==> config.mk <==
export PLATFORM = sky130hd
export DESIGN_NAME = inst_issue_queue
export DESIGN_NICKNAME = d
export VERILOG_FILES = /design/src/rtl/inst_issue_queue.sv
export SDC_FILE = /design/constraint.sdc
export NUM_CORES = 1
export LEC_CHECK = 0
export ABC_CLOCK_PERIOD_IN_PS = 6000
export BUFFER_PORTS_ARGS = -buffer_cell sky130_fd_sc_hd__buf_4
export CORE_AREA = 4 4 361 363
export DETAILED_ROUTE_END_ITERATION = 10
export DIE_AREA = 0 0 365 367
export SYNTH_ARGS = -nofsm -noshare
export SYNTH_HDL_FRONTEND = slang
export SYNTH_SLANG_ARGS = --single-unit
==> constraint.sdc <==
create_clock -name clk -period 6 [get_ports clk]
set_input_delay 0.6 -clock clk [delete_from_list [all_inputs] [get_ports clk]]
set_output_delay 0.6 -clock clk [all_outputs]
set_load 0.05 [all_outputs]
==> src/rtl/inst_issue_queue.sv <==
// Dual-ported issue queue: up to two pushes and two pops per cycle, two oldest entries offered as candidates.
// Candidates visible one cycle after push; fetch backpressured via push_ready (needs two free slots).
module inst_issue_queue #(
   parameter int DEPTH      = 8,
   parameter int DATA_WIDTH = 64
) (
   input  logic                    clk,
   input  logic                    rst,
   input  logic                    flush,
   input  logic                    push1,
   input  logic                    push2,
   input  logic [DATA_WIDTH-1:0]   push_data1,
   input  logic [DATA_WIDTH-1:0]   push_data2,
   output logic                    push_ready,
   output logic                    cand_valid_a,
   output logic                    cand_valid_b,
   output logic [DATA_WIDTH-1:0]   cand_data_a,
   output logic [DATA_WIDTH-1:0]   cand_data_b,
   input  logic                    issue_a,
   input  logic                    issue_b,
   output logic [$clog2(DEPTH):0]  count
);

   localparam int PW = $clog2(DEPTH);
   localparam int CW = PW + 1;

   logic [DATA_WIDTH-1:0] mem_q [DEPTH];
   logic [PW-1:0]         rd_ptr_q, rd_ptr_d, rd_ptr_nxt;
   logic [PW-1:0]         wr_ptr_q, wr_ptr_d, wr_ptr_nxt;
   logic [CW-1:0]         count_q, count_d;
   logic                  push_acc, push2_acc;
   logic [1:0]            push_cnt, pop_cnt;

   // Readiness and validity come from the registered count only, so a
   // same-cycle pop never makes room for a same-cycle push.
   assign push_ready   = (count_q <= CW'(DEPTH - 2));
   assign cand_valid_a = (count_q != '0);
   assign cand_valid_b = (count_q >= CW'(2));
   assign rd_ptr_nxt   = rd_ptr_q + PW'(1);
   assign wr_ptr_nxt   = wr_ptr_q + PW'(1);
   assign cand_data_a  = mem_q[rd_ptr_q];
   assign cand_data_b  = mem_q[rd_ptr_nxt];
   assign count        = count_q;

   always_comb begin
      push_acc  = push1 & push_ready & ~flush;
      push2_acc = push_acc & push2;
      push_cnt  = {1'b0, push_acc} + {1'b0, push2_acc};
      pop_cnt   = {1'b0, issue_a & cand_valid_a}
                + {1'b0, issue_a & issue_b & cand_valid_b};
      rd_ptr_d  = rd_ptr_q + PW'(pop_cnt);
      wr_ptr_d  = wr_ptr_q + PW'(push_cnt);
      count_d   = count_q + CW'(push_cnt) - CW'(pop_cnt);
      if (flush) begin
         rd_ptr_d = '0;
         wr_ptr_d = '0;
         count_d  = '0;
      end
   end

   always_ff @(posedge clk) begin
      if (rst) begin
         rd_ptr_q <= '0;
         wr_ptr_q <= '0;
         count_q  <= '0;
      end else begin
         rd_ptr_q <= rd_ptr_d;
         wr_ptr_q <= wr_ptr_d;
         count_q  <= count_d;
      end
   end

   // Payload storage is never cleared; validity is tracked by count alone.
   always_ff @(posedge clk) begin
      if (push_acc)  mem_q[wr_ptr_q]   <= push_data1;
      if (push2_acc) mem_q[wr_ptr_nxt] <= push_data2;
   end

endmodule

# Yosys cells after proc, flatten, opt, wreduce, memory -nomap -nowiden
# Memory sizes are Yosys's and may differ from the RTL's. A register that Yosys moved wholly into a read port is not among the register bits.
# Cells that the tools add are included.
# totals
reg_bits,10
ramBits,512
inputBits,135
output_inout_bits,135
memories,1
# classes
n_addsub,8
order_cmp,2
mux,5
n_bitwise,7
n_reduce_logical,2
# memory_table
name,words,word_bits,read_ports,rd_clocked_by_memory_dff,wr,line,rtl
mem_q,8,64,2,1,2,27,logic [DATA_WIDTH-1:0] mem_q [DEPTH];
# op_table
op,n
3-bit by 1-bit adder with 3-bit output (second input constant),2
3-bit by 2-bit adder with 3-bit output,2
1-bit bitwise AND,6
1-bit by 1-bit adder with 2-bit output,2
4-bit by 2-bit adder with 4-bit output,1
4-bit by 2-bit >= comparator with 1-bit output (second input constant),1
4-bit by 3-bit less-or-equal comparator with 1-bit output (second input constant),1
1-bit 2-to-1 mux,4
4-bit nonzero test,1
4-bit by 2-bit subtractor with 4-bit output,1
3-bit 2-to-1 mux,1
2-bit OR reduction,1
1-bit inverter,1

# Logic depth before layout (Yosys ltp)
# logic_depth
word_depth,7
depth_mapped,14
ltp_nobuf,13

# Least setup slack after synthesis
# OpenSTA, ideal clock, no wires.
# synth_timing
path_kind,flip-flop to flip-flop
startpoint,register wr_ptr_q[0]
endpoint,memory mem_q[7][0] (enable)
t_arrival_ps,4673
required_ps,5493
setup_slack_ps,820
stages_incl_launch_ff,6
path_buffers,0
period_less_slack_ps,5180
path_cell_list,dfxtp_1 -> ha_1 -> xor2_2 -> nand2_2 -> or3_2 -> a21oi_1
# synth_lines
element,line,rtl
start: declaration,29,"logic [PW-1:0] wr_ptr_q, wr_ptr_d, wr_ptr_nxt;"
start signal: assignment,68,wr_ptr_q <= wr_ptr_d;
end: declaration,27,

# Worst setup path in the final report
# layout_timing
startpoint,register rd_ptr_q[1]
endpoint,output cand_data_b[54]
# layout_between
elab_chain_len,2
# layout_rtl
element,line,rtl
start: declaration,28,"logic [PW-1:0] rd_ptr_q, rd_ptr_d, rd_ptr_nxt;"
start signal: assignment,67,rd_ptr_q <= rd_ptr_d;
3-bit by 1-bit adder with 3-bit output,39,assign rd_ptr_nxt = rd_ptr_q + PW'(1);
memory 8 x 64 bit,n/a,
end: declaration,18,"output logic [DATA_WIDTH-1:0] cand_data_b,"
# Every way passes these cells.

==> flow_metrics.env <==
export IMPL_critPathLaunchType="flip-flop"
export IMPL_ys_warn_count=0
export IMPL_relSlewSlack=0.307
export IMPL_clkLatencyLatePin_ns=0.63
export IMPL_floorplan_die_area_um2=134000
export IMPL_syn2layout_area_growth_pct=19.6
export IMPL_critPathTopFamily="flip-flops"
export IMPL_path_max_fanout=49
export IMPL_hold_buffers=0
export IMPL_drtIter0Drc=1247
export IMPL_synth_compound_area_frac=0.00227
export IMPL_cp_common_cell="buf_4"
export IMPL_cts_max_level=3
export IMPL_syn_avg_cell_area_um2=18.5
export IMPL_clock_sinks=522
export IMPL_cp_required_ns=5.40
export IMPL_drc=0
export IMPL_gp_routability_congestion=0.744
export IMPL_drive_gt1_frac=0.677
export IMPL_yosys_area_share_simple=0.0125
export IMPL_fmaxAchievable_ghz=0.224
export IMPL_async_flop_share=0
export IMPL_yosysSeqAreaShare=0.515
export IMPL_period_needed_ns=4.45
export IMPL_synth_seq_cells=522
export IMPL_grt_pass1_wl_um=134000
export IMPL_worstSetupPathType="flip-flop to output port"
export IMPL_finClkSkew_ns=0.0222
export IMPL_portBuffers=269
export IMPL_synthAdderAreaFrac=0.00719
export IMPL_placed_area_um2=34200
export IMPL_status="completed"
export IMPL_clk_pin_slew_worst_paths_ns=0.06
export IMPL_synth_cells=1639
export IMPL_wire_per_inst_um=26.1
export IMPL_grt_pass1_vias=19100
export IMPL_dr_pass1_iters=5
export IMPL_worst_r2r_setup_slack_ns=2.12
export IMPL_cts_setup_buffers=0
export IMPL_cp_arrival_ns=3.85
export IMPL_min_from="rst"
export IMPL_grt_overflow_total=0
export IMPL_worstMarginPinSlew_ns=1.04
export IMPL_worstPathCellList="ha_4 -> buf_4 -> mux4_2 -> mux2_2 -> buf_4"
export IMPL_synth_top_family_by_area="multiplexers"
export IMPL_drv_cap=0
export IMPL_setup_tns_final_ns=0
export IMPL_slew_violations=0
export IMPL_clockBufferDepth=3
export IMPL_vias_per_cell=4.84
export IMPL_critPathMaxStageDelay_ns=0.87
export IMPL_grt_usage=0.138
export IMPL_period_share=0.742
export IMPL_yosys_area_share_xor_xnor=0.00252
export IMPL_clockRootBuffer="clkbuf_16"
export IMPL_wirelength_um=94300
export IMPL_die_h_um=367
export IMPL_die_w_um=365
export IMPL_ys_flop_type="edfxtp_1"
export IMPL_setup_viol=0
export IMPL_holdPathEnd="rd_ptr_q[2]"
export IMPL_rr_startpoint="wr_ptr_q[0]"
export IMPL_syn_num_nets=1789
export IMPL_end_kind="output port"
export IMPL_grt_max_degree=102
export IMPL_hold_class="input pin to flip-flop"
export IMPL_crit_buf_inv=2
export IMPL_rsz0062_at_grt="false"
export IMPL_core_um2=127000
export IMPL_hold_path_depth=2
export IMPL_synthDistinctLibCells=44
export IMPL_slowest_stage="dfxtp_4"
export IMPL_reg2reg_depth=6
export IMPL_vias=17500
export IMPL_final_area_um2=36200
export IMPL_numCtsBuffers=68
export IMPL_ant_nets=0
export IMPL_num_io_pins=270
export IMPL_finalHoldViolCount=0
export IMPL_p_per_area_nw_per_um2=321
export IMPL_synthesis_area_um2=30300
export IMPL_fin_ws_ns=1.55
export IMPL_floorplan_initialDensity=0.238
export IMPL_r2r_end="mem_q[0][51]"
export IMPL_hpwl_um=57100
export IMPL_nets=2042
export IMPL_nFillCells=12500
export IMPL_synth_edf_count=512
export IMPL_antenna_found_initial=14
export IMPL_leakagePower_uw=0.0115
export IMPL_post_place_ws_ns=2.00
export IMPL_synth_mux_area_frac=0.436
export IMPL_cts_tree="built"
export IMPL_row_count=131
export IMPL_ir_worst_vdd_v=0.000219
export IMPL_post_cts_resize_count=0
layout by cell type (no fill, tap or decap), types with 5 or more instances in the layout:
cell type	instances
clkinv_2	9
mux4_2	256
buf_12	5
clkinv_1	10
inv_1	10
a21oi_4	5
diode_2	11
and2_1	8
dfxtp_1	7
mux2_4	60
clkbuf_1	19
edfxtp_1	512
ha_1	10
clkbuf_16	68
mux2_1	10
buf_4	304
nor3_1	5
mux2_2	570
nor2_1	5
clkinvlp_4	5
cells by family (layout without fill, tap and decap cells):
| group | count (synthesis) | count (layout) |
|---|---|---|
| muxes | 896 | 896 |
| AOI/OAI and AO/OA | 11 | 11 |
| and+or+nand+nor | 52 | 52 |
| DFF | 522 | 522 |
| buffers and inverters | 136 | 439 |
| other | 0 | 11 |
| xor gates and xnor gates | 7 | 7 |
| adders and majority gates | 15 | 15 |
routing by layer:
| layer | vias to the layer above | track usage | routed length (µm) |
|---|---|---|---|
| li1 | 7418 | - | - |
| met2 | 566 | 0.251 | 50500 |
| met5 | - | 0 | 13 |
| met1 | 9365 | 0.157 | 35900 |
| met3 | 140 | 0.0300 | 5230 |
| met4 | 2 | 0.0490 | 2760 |
registers in the layout, indices dropped and copies added, names as in the netlist:
register,cells
count,4
mem_q,512
rd_ptr_q,3
wr_ptr_q,3
where the power goes:
group | internal, µW | switching, µW | total [µW]
Combinational | 1520 | 2150 | 3670
Sequential | 4120 | 93.9 | 4210
Clock | 2110 | 1630 | 3740
area by class of cell:
cell class,instances,area (µm²),area share
diodes,11,27.5,0.000760
clock inverters,33,244,0.00674
well taps,1662,2080,0.0574
repair buffers,309,2380,0.0658
multi-input cells,981,14100,0.389
flip-flops and latches,522,15600,0.431
inverters,10,37.5,0.00104
clock buffers,87,1770,0.0490
worst reg2reg max path: cells and delay by family (launching register included):
kind                     cells  cell delay, ns
XOR/XNOR                     1            0.13
flip-flops                   1            0.95
multiplexers                 1            0.43
AND/OR/NAND/NOR              2            0.99
adder cells (fa/ha/maj)      1            0.41
buffers and inverters        1            0.71
worst max-delay path by stage:
stage,slack [ns],depth (start not counted),startpoint,to
6_report,1.55,5,rd_ptr_q[1],cand_data_b[54]
5_1_grt,1.27,5,rd_ptr_q[1],cand_data_b[63]
4_1_cts,1.30,5,rd_ptr_q[1],cand_data_b[53]
3_5_place_dp,2.00,5,rd_ptr_q[1],cand_data_b[53]
3_3_place_gp,2.06,5,rd_ptr_q[1],cand_data_b[54]
2_1_floorplan,0.82,5,wr_ptr_q[0],mem_q[7][0]
synth_stat cells, types with 3 or more instances:
cell / count / area share
mux2_4: 60 / 0.030
nor3_1: 5 / 0.00083
fa_1: 4 / 0.0026
nand3b_1: 3 / 0.00074
a21oi_1: 6 / 0.00099
dfxtp_1: 10 / 0.0066
buf_6: 12 / 0.0045
buf_4: 19 / 0.0047
nand2_1: 4 / 0.00050
clkbuf_1: 32 / 0.0040
nor2_1: 8 / 0.00099
xnor2_1: 4 / 0.0012
mux2_1: 10 / 0.0037
buf_1: 5 / 0.00062
mux4_2: 256 / 0.19
ha_1: 11 / 0.0045
edfxtp_1: 512 / 0.51
mux2_2: 570 / 0.21
buf_2: 58 / 0.0096
inv_1: 10 / 0.0012
and2_1: 8 / 0.0017
per-stage QoR:
stage	util	hold slack, ns	total power (µW)	std cells
floorplan	-	0.578	6890	1639
global placement	0.269	0.638	7960	3484
detailed placement	0.269	0.679	8020	3484
CTS	0.285	0.147	11800	3604
global route	0.285	0.166	12100	3609
finish	0.285	0.196	11600	3615
Note: power is estimated with default switching activity, not from simulation.
